File: src/rtl/led_ram_arbiter.sv
// led_ram_arbiter: owns the single port of the 8x8x4 LED display RAM. Three clients share it:
// the scan refresher (reads), the light-pen writer (writes) and a built-in clear-screen
// sequencer that writes CLR_VALUE to all 64 cells.
//
// Ports:
//   clk, rst_n            clock, asynchronous active-low reset
//   scan_req_i/row/col    scan read request; scan_gnt_o accepts it (combinational)
//   scan_rvalid_o/rdata_o read data, two cycles after grant; rdata holds when not valid
//   pen_valid_i/row/col/data  pen write request; pen_ready_o accepts it (combinational)
//   clr_start_i           start full-screen clear (ignored while clr_busy_o)
//   clr_busy_o/clr_done_o clear in progress / one-cycle completion pulse
//   ram_data_o/row/col/we registered RAM port drive; ram_rdata_i is the RAM read data
//   pen_stall_cnt_o       only with LED_ARB_STALL_CNT_EN: saturating count of pen stall cycles
//
// Optional feature macro: LED_ARB_STALL_CNT_EN.

module led_ram_arbiter #(
    parameter int unsigned STARVE_LIMIT = 4,
    parameter logic [3:0]  CLR_VALUE    = 4'b0000
) (
    input  logic        clk,
    input  logic        rst_n,
    input  logic        scan_req_i,
    input  logic [2:0]  scan_row_i,
    input  logic [2:0]  scan_col_i,
    output logic        scan_gnt_o,
    output logic        scan_rvalid_o,
    output logic [3:0]  scan_rdata_o,
    input  logic        pen_valid_i,
    input  logic [2:0]  pen_row_i,
    input  logic [2:0]  pen_col_i,
    input  logic [3:0]  pen_data_i,
    output logic        pen_ready_o,
    input  logic        clr_start_i,
    output logic        clr_busy_o,
    output logic        clr_done_o,
`ifdef LED_ARB_STALL_CNT_EN
    output logic [15:0] pen_stall_cnt_o,
`endif
    output logic [3:0]  ram_data_o,
    output logic [2:0]  ram_row_o,
    output logic [2:0]  ram_col_o,
    output logic        ram_we_o,
    input  logic [3:0]  ram_rdata_i
);

    typedef enum logic {StServe, StClear} state_e;

    localparam logic [3:0] StarveMax = 4'(STARVE_LIMIT);

    state_e     state_q;
    logic [5:0] clr_cnt_q;
    logic [3:0] starve_q;
    logic       rd_pend_q;      // scan read addressing the RAM this cycle
    logic       scan_rvalid_q;  // RAM output holds scan data this cycle
    logic [3:0] rdata_hold_q;
    logic       clr_done_q;
    logic [3:0] ram_data_q;
    logic [2:0] ram_row_q;
    logic [2:0] ram_col_q;
    logic       ram_we_q;

    logic starved;
    assign starved = (starve_q == StarveMax);

    always_comb begin
        scan_gnt_o  = 1'b0;
        pen_ready_o = 1'b0;
        if (state_q == StServe && !clr_start_i) begin
            if (pen_valid_i && starved) begin
                pen_ready_o = 1'b1;
            end else if (scan_req_i) begin
                scan_gnt_o = 1'b1;
            end else if (pen_valid_i) begin
                pen_ready_o = 1'b1;
            end
        end
    end

    always_ff @(posedge clk or negedge rst_n) begin
        if (!rst_n) begin
            state_q       <= StServe;
            clr_cnt_q     <= 6'd0;
            starve_q      <= 4'd0;
            rd_pend_q     <= 1'b0;
            scan_rvalid_q <= 1'b0;
            rdata_hold_q  <= 4'd0;
            clr_done_q    <= 1'b0;
            ram_data_q    <= 4'd0;
            ram_row_q     <= 3'd0;
            ram_col_q     <= 3'd0;
            ram_we_q      <= 1'b0;
        end else begin
            rd_pend_q     <= scan_gnt_o;
            scan_rvalid_q <= rd_pend_q;
            if (scan_rvalid_q) begin
                rdata_hold_q <= ram_rdata_i;
            end
            clr_done_q <= 1'b0;
            ram_we_q   <= 1'b0;
            case (state_q)
                StServe: begin
                    if (clr_start_i) begin
                        state_q   <= StClear;
                        clr_cnt_q <= 6'd0;
                    end else if (pen_ready_o) begin
                        ram_row_q  <= pen_row_i;
                        ram_col_q  <= pen_col_i;
                        ram_data_q <= pen_data_i;
                        ram_we_q   <= 1'b1;
                    end else if (scan_gnt_o) begin
                        ram_row_q <= scan_row_i;
                        ram_col_q <= scan_col_i;
                    end
                    if (pen_ready_o) begin
                        starve_q <= 4'd0;
                    end else if (pen_valid_i && !starved) begin
                        starve_q <= starve_q + 4'd1;
                    end
                end
                StClear: begin
                    ram_row_q  <= clr_cnt_q[5:3];
                    ram_col_q  <= clr_cnt_q[2:0];
                    ram_data_q <= CLR_VALUE;
                    ram_we_q   <= 1'b1;
                    clr_cnt_q  <= clr_cnt_q + 6'd1;
                    if (clr_cnt_q == 6'd63) begin
                        state_q    <= StServe;
                        clr_done_q <= 1'b1;
                    end
                end
                default: state_q <= StServe;
            endcase
        end
    end

`ifdef LED_ARB_STALL_CNT_EN
    logic [15:0] stall_cnt_q;

    always_ff @(posedge clk or negedge rst_n) begin
        if (!rst_n) begin
            stall_cnt_q <= 16'd0;
        end else if (pen_valid_i && !pen_ready_o && stall_cnt_q != 16'hFFFF) begin
            stall_cnt_q <= stall_cnt_q + 16'd1;
        end
    end

    assign pen_stall_cnt_o = stall_cnt_q;
`endif

    // Read data passes straight through in its valid cycle, then holds.
    assign scan_rvalid_o = scan_rvalid_q;
    assign scan_rdata_o  = scan_rvalid_q ? ram_rdata_i : rdata_hold_q;
    assign clr_busy_o    = (state_q == StClear);
    assign clr_done_o    = clr_done_q;
    assign ram_data_o    = ram_data_q;
    assign ram_row_o     = ram_row_q;
    assign ram_col_o     = ram_col_q;
    assign ram_we_o      = ram_we_q;

endmodule

File: config.mk
export PLATFORM = sky130hd
export DESIGN_NAME = led_ram_arbiter
export DESIGN_NICKNAME = d
export VERILOG_FILES = /design/src/rtl/led_ram_arbiter.sv
export SDC_FILE = /design/constraint.sdc
export NUM_CORES = 1
export LEC_CHECK = 0
export ABC_CLOCK_PERIOD_IN_PS = 2100
export CAP_MARGIN = 10
export CORE_UTILIZATION = 46
export DETAILED_ROUTE_END_ITERATION = 8
export PLACE_DENSITY = 0.76
export SLEW_MARGIN = 20
export SYNTH_ARGS = -nofsm -noshare
export SYNTH_HDL_FRONTEND = slang
export SYNTH_SLANG_ARGS = --single-unit
File: constraint.sdc
create_clock -name clk -period 2.1 [get_ports clk]
set_clock_uncertainty 0.05 [all_clocks]
set_input_delay 0.42 -clock clk [delete_from_list [all_inputs] [get_ports clk]]
set_output_delay 0.42 -clock clk [all_outputs]
set_load 0.02 [all_outputs]
==> flow_summary.ini <==
[power]
p_int_mw = 1.41
p_seq_frac = 0.402
p_per_area_nw_per_um2 = 1050
switching_share = 0.375
pwr-share-comb = 0.450
peakVddDrop_mv = 0.545
p_switching_uw = 844
leakagePower_nw = 0.978
clockPowerShare = 0.148
p_total_mw = 2.25

[synthesis]
synthCells = 128
synth-seq-cells = 29
synth_mux_area_frac = 0.0686
synth.distinct_cells = 40
synth.area.top_cells = dfrtp_1 50%, mux2_2 6.2%, nand2b_1 3.4%
yosysMostFrequentCell = dfrtp_1
synth_edf_count = 0
synth-xor-area-share = 0.0120
syn_nets = 156
synthTopCellsByCount = 29 x dfrtp_1, 12 x inv_1, 8 x mux2_2, 8 x nand2_1, 8 x nand2b_1
post_synth_instance_area_um2 = 1460
synth_fa_ha_area_frac = 0.0257
synth_top_cell_area_share = 0.497
synth-async-reset-ratio = 1.00
postSynthAreaPerCell_um2 = 11.4
synth-seq-area-share = 0.497
ys.flop_type = dfrtp_1
synth_compound_area_frac = 0.203
yosysWarnings = 0
synth_top_family_by_area = compound AO/OA/AOI/OAI gates
synth.largest_area_cell = dfrtp_1
yosys.area_share.simple = 0.142

[global_route]
grt_start_max_net_pins = 30
grt_pass1_wl_um = 6310
grt_pass1_vias = 1357
grt_usage = 0.250
antenna_found_initial = 0
grt-ovfl-total = 0

[routing]
wirelength_met1_um = 1530
dr.max_layer_used = met4
dr.pass1.iters = 5
drt_iter0_drc = 46
dr_wl_met2_um = 1940
routed_wl_um = 3740
dr_wl_met3_um = 200
vias = 1312
drc = 0
vias_per_cell = 5.44
ant_nets = 0
post_drt_wl_per_cell_um = 15.5

[clock_network]
clk_pin_slew_ps = 100
cts_buffer_depth = 2
insertion_delay_ps = 330
cts_buffers = 5
cts_hold_buf = 0
cts_tree = yes
h-tree-depth = 2
clock_sinks = 29
cts-root-buf = clkbuf_4

[sta]
layout_setup_ws_ps = -28.6
worstMarginPinSlew_ps = 366
finalSetupTns_ps = -41.3
finalHoldViolations = 0
final_max_slew_viol_count = 0
rsz0062_at_grt = yes
fmax_ghz = 0.470
period_needed_ps = 2130
relSlewSlack = 0.756
finalSetupViolCount = 2
finalCritPeriodShare = 1.01

[die]
num_rows = 20
top_level_ports = 45
die_h_um = 58.3
die_area_um2 = 3400
core_area_um2 = 3030
initial_core_util = 0.482
die_w_um = 58.3

[status]
outcome = finished with violations
violations = negative setup slack

[critical_path]
startpoint_type = primary input
r2r_slack_ps = 150
slowest_delay_ps = 540
worst_path_max_delay_cell = clkdlybuf4s50_1
worst_setup_path_end_kind = output pin
cp_max_fo = 3
worst-path-buf-inv = 3
crit_chain = clkdlybuf4s50_1, nor3b_2, a21boi_2, buf_4, buf_2
crit_family = buffers and inverters
path_class = primary input to output pin
cp.required_ps = 1630
arrival_ps = 1660

[layout]
layout.cells.non_filler = 241
nNetsFinal = 224
area_growth_pct = 47.6
n_fill_cell = 236
drive_above_1_share = 0.274
antennaDiodeCount = 0

[placed_design]
gp_congestion = 0.896
dp_hpwl_um = 2640
post-place-ws_ps = -523
port-buffer-count = 44
dp_cells = 232

[min_path]
hp-class = register to register

[flow_run]
drv_cap = 0
==> layout by cell type (no fill, tap or decap), types with 5 or more instances in the layout <==
cell type	count
mux2_2	8
dlygate4sd2_1	5
buf_4	22
clkbuf_4	5
o21ai_0	5
dfrtp_1	27
nand2_1	8
clkdlybuf4s50_1	37
inv_1	10
nand2b_1	8
==> sequential cells by signal (all words and copies together) (netlist names) <==
name	flops
scan_rvalid_o	1
ram_col_o	3
clr_done_o	1
rdata_hold_q	4
ram_we_o	1
rd_pend_q	1
ram_row_o	3
clr_cnt_q	6
starve_q	4
ram_data_o	4
clr_busy_o	1
==> final timing paths <==
check	start	to	cells after the start
max	scan_req_i	scan_gnt_o	5
min	rd_pend_q	scan_rvalid_o	0
max reg2reg	starve_q[0]	ram_data_o[3]	7
min reg2reg	rd_pend_q	scan_rvalid_o	0
max in group asynchronous	rst_n	clr_busy_o	2
min in group asynchronous	rst_n	rdata_hold_q[2]	2
==> worst reg2reg max path: stages, from the launching register on <==
cell and delay, ps:
dfrtp_1 390, inv_2 80, ha_4 160, nand3b_4 100, a2111oi_4 330, buf_4 170, buf_4 200, mux2_2 360
==> cell type report <==
cell class | count | area [um2] | area share
clock inverters | 3 | 17.5 | 0.00813
repair buffers | 66 | 596 | 0.276
flip-flops and latches | 29 | 728 | 0.338
well taps | 44 | 55.1 | 0.0256
clock buffers | 5 | 37.5 | 0.0174
inverters | 12 | 45.0 | 0.0209
multi-input cells | 82 | 676 | 0.314
==> cells by family (layout without fill, tap and decap cells) <==
kind of cell             Yosys count  count (layout)
adder cells (fa/ha/maj)            3               3
XOR/XNOR                           2               2
AO/OA/AOI/OAI                     34              34
AND/OR/NAND/NOR                   34              34
flip-flops                        29              29
buffers and inverters             17              86
multiplexers                       9               9
==> through the flow <==
stage	hold slack [ps]	utilization	instance area, um2
after global placement	291	0.688	2080
after CTS	325	0.712	2150
after floorplan	74.4	-	1460
after global routing	338	0.712	2150
final	321	0.712	2150
after detailed placement	302	0.688	2080
==> routing by layer <==
metal  track usage  up-vias
met5             0        -
met4         0.109        0
met1         0.314      642
met2         0.424       56
li1              -      604
met3        0.0462       10
==> repair_timing <==
item / in CTS / in global routing
hold endpoints to repair: 0 / 0
endpoints found under the setup margin: 7 / 2
pin swaps: 1 / 0
gates resized for setup: 23 / 0
setup buffers: 1 / 0
==> power by group through the flow <==
stage                     clock [mW]  combinational [mW]  sequential, mW
after floorplan                    0               0.472           0.961
after global placement             0               0.970           0.891
after detailed placement           0               0.999           0.907
after CTS                      0.341                1.01           0.900
after global routing           0.366                1.11           0.932
final                          0.334                1.01           0.907
Note: power is estimated with default switching activity, not from simulation.
